===== config.mk =====
export PLATFORM = sky130hd
export DESIGN_NAME = aes_req_arbiter
export DESIGN_NICKNAME = d
export VERILOG_FILES = /design/src/rtl/aes_req_arbiter.sv
export SDC_FILE = /design/constraint.sdc
export NUM_CORES = 1
export LEC_CHECK = 0
export ABC_CLOCK_PERIOD_IN_PS = 9400
export CAP_MARGIN = 20
export CELL_PAD_IN_SITES_DETAIL_PLACEMENT = 1
export CELL_PAD_IN_SITES_GLOBAL_PLACEMENT = 1
export CORE_AREA = 2 2 615 617
export CTS_CLUSTER_SIZE = 14
export DETAILED_ROUTE_END_ITERATION = 8
export DIE_AREA = 0 0 617 619
export PLACE_DENSITY = 0.38
export SLEW_MARGIN = 25
export SYNTH_ARGS = -nofsm -noshare
export SYNTH_HDL_FRONTEND = slang
export SYNTH_SLANG_ARGS = --single-unit

===== constraint.sdc =====
create_clock -name clk -period 9.4 [get_ports clk]
set_input_delay 1.88 -clock clk [delete_from_list [all_inputs] [get_ports clk]]
set_output_delay 1.88 -clock clk [all_outputs]
set_load 0.02 [all_outputs]

===== src/rtl/aes_req_arbiter.sv =====
// rtl/aes_req_arbiter.sv - round-robin arbiter sharing one AES-128 core among NUM_REQ requesters
// Optional feature macro: AES_ARB_TIMEOUT_EN (abort a WAIT after TIMEOUT_CYCLES, flag timeout_err)
module aes_req_arbiter #(
  parameter int NUM_REQ        = 4,
  parameter int TIMEOUT_CYCLES = 64,
  localparam int ID_W          = $clog2(NUM_REQ)
) (
  input  logic                   clk,
  input  logic                   rst_n,
  input  logic [NUM_REQ-1:0]     req_valid,
  output logic [NUM_REQ-1:0]     req_ready,
  input  logic [NUM_REQ*128-1:0] req_plain_text_128,
  input  logic [NUM_REQ*128-1:0] req_key_128,
  output logic [NUM_REQ-1:0]     rsp_valid,
  input  logic [NUM_REQ-1:0]     rsp_ready,
  output logic [127:0]           rsp_cipher_text_128,
  output logic [ID_W-1:0]        rsp_id,
  output logic [127:0]           core_plain_text_128,
  output logic [127:0]           core_key_128,
  output logic                   core_valid_in,
  input  logic [127:0]           core_cipher_text_128,
  input  logic                   core_valid_out,
  output logic                   stray_out,
  output logic                   timeout_err
);

  if (NUM_REQ < 2 || NUM_REQ > 16 || TIMEOUT_CYCLES < 1) begin : g_bad_cfg
    $error("aes_req_arbiter: NUM_REQ must be 2..16 and TIMEOUT_CYCLES >= 1");
  end

  typedef enum logic [1:0] {IDLE, ISSUE, WAIT, RESP} state_t;

  state_t               state;
  logic [ID_W-1:0]      rr_ptr;
  logic [ID_W-1:0]      owner;
  logic [127:0]         pt_q;
  logic [127:0]         key_q;
  logic [127:0]         result_q;
  logic [NUM_REQ-1:0]   rsp_valid_q;
  logic                 valid_in_q;
  logic                 stray_q;

  logic [NUM_REQ-1:0]   grant_oh;
  logic [ID_W-1:0]      grant_id;
  logic                 grant_found;
  int                   scan_idx;
  logic [127:0]         grant_pt;
  logic [127:0]         grant_key;
  logic [NUM_REQ-1:0]   owner_oh;

`ifdef AES_ARB_TIMEOUT_EN
  localparam int CNT_W = $clog2(TIMEOUT_CYCLES + 1);
  logic [CNT_W-1:0]     wait_cnt;
  logic                 timeout_q;
`endif

  // Scan starts at rr_ptr and wraps, so the last served client has lowest priority.
  always_comb begin
    grant_oh    = '0;
    grant_id    = '0;
    grant_found = 1'b0;
    scan_idx    = 0;
    for (int k = 0; k < NUM_REQ; k++) begin
      scan_idx = int'(rr_ptr) + k;
      if (scan_idx >= NUM_REQ) scan_idx = scan_idx - NUM_REQ;
      if (!grant_found && req_valid[scan_idx]) begin
        grant_found        = 1'b1;
        grant_oh[scan_idx] = 1'b1;
        grant_id           = ID_W'(scan_idx);
      end
    end
  end

  always_comb begin
    grant_pt  = '0;
    grant_key = '0;
    for (int i = 0; i < NUM_REQ; i++) begin
      if (grant_oh[i]) begin
        grant_pt  = req_plain_text_128[i*128 +: 128];
        grant_key = req_key_128[i*128 +: 128];
      end
    end
  end

  assign owner_oh  = {{(NUM_REQ-1){1'b0}}, 1'b1} << owner;
  assign req_ready = (state == IDLE) ? grant_oh : '0;

  always_ff @(posedge clk or negedge rst_n) begin
    if (!rst_n) begin
      state       <= IDLE;
      rr_ptr      <= '0;
      owner       <= '0;
      pt_q        <= '0;
      key_q       <= '0;
      result_q    <= '0;
      rsp_valid_q <= '0;
      valid_in_q  <= 1'b0;
      stray_q     <= 1'b0;
`ifdef AES_ARB_TIMEOUT_EN
      wait_cnt    <= '0;
      timeout_q   <= 1'b0;
`endif
    end else begin
      valid_in_q <= 1'b0;
      // A core strobe is only meaningful while a block is outstanding.
      if (core_valid_out && state != WAIT) stray_q <= 1'b1;
      case (state)
        IDLE: begin
          if (grant_found) begin
            owner      <= grant_id;
            pt_q       <= grant_pt;
            key_q      <= grant_key;
            valid_in_q <= 1'b1;
            state      <= ISSUE;
          end
        end
        ISSUE: begin
          state <= WAIT;
`ifdef AES_ARB_TIMEOUT_EN
          wait_cnt <= '0;
`endif
        end
        WAIT: begin
          if (core_valid_out) begin
            result_q    <= core_cipher_text_128;
            rsp_valid_q <= owner_oh;
            state       <= RESP;
          end
`ifdef AES_ARB_TIMEOUT_EN
          else if (wait_cnt == CNT_W'(TIMEOUT_CYCLES - 1)) begin
            timeout_q   <= 1'b1;
            result_q    <= '0;
            rsp_valid_q <= owner_oh;
            state       <= RESP;
          end else begin
            wait_cnt <= wait_cnt + 1'b1;
          end
`endif
        end
        RESP: begin
          if (rsp_ready[owner]) begin
            rsp_valid_q <= '0;
            rr_ptr      <= (owner == ID_W'(NUM_REQ - 1)) ? '0 : owner + 1'b1;
            state       <= IDLE;
          end
        end
        default: state <= IDLE;
      endcase
    end
  end

  assign rsp_valid           = rsp_valid_q;
  assign rsp_id              = owner;
  assign rsp_cipher_text_128 = result_q;
  assign core_plain_text_128 = pt_q;
  assign core_key_128        = key_q;
  assign core_valid_in       = valid_in_q;
  assign stray_out           = stray_q;
`ifdef AES_ARB_TIMEOUT_EN
  assign timeout_err         = timeout_q;
`else
  assign timeout_err         = 1'b0;
`endif

endmodule


==> impl_metrics.env <==
export IMPL_ys_ff_latch=396
export IMPL_hpwlAfterDp_um=227000
export IMPL_grt_pass1_wl_um=377000
export IMPL_core_area_um2=375000
export IMPL_required_ns=7.52
export IMPL_drtIter0Drc=2156
export IMPL_crit_buf_inv=2
export IMPL_ys_types=46
export IMPL_cts_hold_fix_buffers=0
export IMPL_crit_top_cell="clkdlybuf4s50_1"
export IMPL_skew_ns=0.0374
export IMPL_hp_class="flop to flop"
export IMPL_io_buffers=1558
export IMPL_ys_warn_count=0
export IMPL_status="completed"
export IMPL_synth_top_area_share=0.356
export IMPL_synth_area_um2=27800
export IMPL_critical_path_max_stage_delay_ns=0.69
export IMPL_slew_limit_headroom=0.146
export IMPL_synth_area_leaders="dfrtp_1 36%, a2bb2oi_1 8.1%, o2111ai_1 8.1%"
export IMPL_clk_latency_ns=0.76
export IMPL_place_congestion=0.876
export IMPL_path_delay_family="buffers and inverters"
export IMPL_totalWireLength_um=293000
export IMPL_cts_root_buf="clkbuf_16"
export IMPL_max_cap_violations=0
export IMPL_viasPerCell=3.59
export IMPL_rows=225
export IMPL_pin_count=1560
export IMPL_synthCells=3325
export IMPL_layout_nets=5817
export IMPL_peakVddDrop_uv=285
export IMPL_path_cells="clkdlybuf4s50_1 > mux4_2 > a21o_1 > o21ai_1 > nand2_4 > and2_1 > clkdlybuf4s50_1"
export IMPL_path_class="primary input to output port"
export IMPL_die_area_um2=382000
export IMPL_max_freq_mhz=144
export IMPL_post_synth_top_area_cell="dfrtp_1"
export IMPL_cts_buffers=73
export IMPL_ff_latch_area_um2=9910
export IMPL_avgSynthCellArea_um2=8.37
export IMPL_initial_core_util=0.0743
export IMPL_die_h_um=619
export IMPL_cts_repair_resized=0
export IMPL_wl_per_cell_um=30.1
export IMPL_grt_max_degree=163
export IMPL_fin_crit_sh=0.740
export IMPL_endpoint_kind="output port"
export IMPL_antenna_found_initial=185
export IMPL_stdcell_area_um2=51400
export IMPL_h_tree_depth=3
export IMPL_worst_slack_ns=2.45
export IMPL_final_antenna_net_count=0
export IMPL_grt_setup_unrepaired="no"
export IMPL_drt_pre_antenna_iters=5
export IMPL_tightest_slew_ns=1.28
export IMPL_drv_slew=0
export IMPL_syn_num_nets=4504
export IMPL_grt_pass1_vias=36300
export IMPL_slowest_stage="mux4_2"
export IMPL_critPathArrivalTime_ns=5.07
export IMPL_area_growth_pct=84.7
export IMPL_synth_async_reset_ratio=1.00
export IMPL_finalCriticalPeriod_ns=6.95
export IMPL_setup_viol=0
export IMPL_cts_sinks=396
export IMPL_via_count=34900
export IMPL_cts_setup_buffers=0
export IMPL_fin_setup_tns_ns=0
export IMPL_multi_input_area_um2=15500
export IMPL_cp_max_fo=38
export IMPL_final_layout_size_suffix_gt1_frac=0.0679
export IMPL_drc=0
export IMPL_leakage_nw=18.3
export IMPL_track_usage=0.146
export IMPL_ys_seq_area_frac=0.356
export IMPL_gr_total_overflow=0
export IMPL_synthFlopType="dfrtp_1"
export IMPL_start_kind="primary input"
export IMPL_die_w_um=617
export IMPL_synth_edff_count=0
export IMPL_powerDensity_nw_per_um2=345
export IMPL_hold_viol=0
export IMPL_cts_clk_slew_worst_paths_ns=0.05
export IMPL_clk_path_buf_depth=4
export IMPL_pre_cts_ws_ns=2.27
export IMPL_nFillCells=43900
export IMPL_tritoncts="yes"
export IMPL_place_area_um2=48900
## placed cells by master (no fill, tap or decap), types with 3 or more instances in the layout
cell type | synthesis | routed
bufinv_16 | 0 | 3
buf_4 | 1 | 46
o21a_1 | 3 | 3
clkbuf_1 | 257 | 16
dfrtp_1 | 396 | 396
nor2b_1 | 4 | 4
ha_1 | 16 | 16
mux4_2 | 4 | 4
a21oi_1 | 260 | 259
mux2_2 | 130 | 130
clkinv_2 | 0 | 6
o2111ai_1 | 256 | 256
o31ai_1 | 258 | 258
o21ai_0 | 11 | 11
nor2_1 | 3 | 3
and2_1 | 258 | 258
clkbuf_16 | 0 | 75
a2bb2oi_1 | 256 | 256
nand2_1 | 532 | 530
o211ai_1 | 256 | 256
clkbuf_8 | 0 | 18
buf_12 | 0 | 16
diode_2 | 0 | 53
clkdlybuf4s50_1 | 0 | 1556
inv_1 | 266 | 266
## kinds of logic (layout without fill, tap and decap cells)
kind of cell               Yosys count  in the layout  synth area share
DFF                                396            396             0.356
xor gates and xnor gates             1              1          0.000315
other                                1             54          0.000135
adders and majority gates           16             16           0.00719
and+or+nand+nor                    813            813             0.136
AOI/OAI and AO/OA                 1313           1313             0.354
muxes                              134            134            0.0558
buffers and inverters              651           2009            0.0914
## cell type report
class | count | share of cell area
repair buffers | 1622 | 0.317
multi-input cells | 2278 | 0.301
inverters | 267 | 0.0196
well taps | 4994 | 0.122
clock inverters | 11 | 0.00265
diodes | 53 | 0.00258
flip-flops and latches | 396 | 0.193
clock buffers | 109 | 0.0425
## worst register-to-register path, stage by stage, from the launching register on
cell and delay (ns):
dfrtp_1 0.32, buf_4 0.26, inv_1 0.17, ha_1 0.41, nor4b_1 0.10, o21ai_0 0.42
nand2_1 0.25, a221oi_4 0.35, buf_12 0.60, buf_4 1.02, buf_4 0.79, a2bb2oi_1 0.28
o211ai_1 0.14
## cells in the mapped netlist, drive strengths merged (2+ instances only)
| library cell | count |
|---|---|
| a21boi | 2 |
| a21o | 2 |
| a21oi | 260 |
| a221oi | 2 |
| a2bb2oi | 256 |
| and2 | 259 |
| buf | 127 |
| clkbuf | 257 |
| dfrtp | 396 |
| ha | 16 |
| inv | 266 |
| mux2 | 130 |
| mux4 | 4 |
| nand2 | 532 |
| nand2b | 2 |
| nor2 | 3 |
| nor2b | 4 |
| nor3 | 3 |
| nor3b | 3 |
| o2111ai | 256 |
| o211ai | 256 |
| o21a | 3 |
| o21ai | 14 |
| o31ai | 258 |
## report_power, final
part / total, mW / switching (mW) / internal (mW)
registers: 3.19 / 0.633 / 2.55
clock network: 2.82 / 1.14 / 1.67
logic: 11.7 / 7.48 / 4.24
## final timing paths
kind / slack [ns] / from / end / cells after the start
hold reg to reg: 0.47 / stray_out$_DFFE_PN0P_ / stray_out$_DFFE_PN0P_ / 1
min in group asynchronous: 1.20 / rst_n / core_key_128[105]$_DFFE_PN0P_ / 1
max in group asynchronous: 6.13 / rst_n / rsp_cipher_text_128[19]$_DFFE_PN0P_ / 3
hold / removal: 0.47 / stray_out$_DFFE_PN0P_ / stray_out$_DFFE_PN0P_ / 1
setup / recovery: 2.45 / req_valid[0] / req_ready[1] / 7
setup reg to reg: 4.14 / rr_ptr[0]$_DFFE_PN0P_ / core_plain_text_128[42]$_DFFE_PN0P_ / 12
## metal layers
layer / GRT usage / share of wire / up-vias
li1: - / - / 14900
met1: 0.166 / 0.39 / 18000
met2: 0.263 / 0.51 / 1518
met3: 0.0435 / 0.071 / 424
met4: 0.0390 / 0.027 / 74
met5: 0 / 0.0017 / -
## state kept, by name, indices dropped and copies added (netlist names)
signal / count
core_key_128: 128
core_plain_text_128: 128
core_valid_in: 1
rr_ptr: 2
rsp_cipher_text_128: 128
rsp_id: 2
rsp_valid: 4
state: 2
stray_out: 1
## stage by stage
step | instances | util | power, mW | hold slack (ns)
3_5_place_dp | 9556 | 0.131 | 15.1 | 0.460
6_report | 9730 | 0.137 | 17.7 | 0.474
5_1_grt | 9705 | 0.137 | 18.7 | 0.480
3_3_place_gp | 9555 | 0.130 | 15.0 | 0.454
2_1_floorplan | 3325 | - | 9.16 | 0.533
4_1_cts | 9676 | 0.137 | 18.1 | 0.472
(Power assumes the default switching activity.)
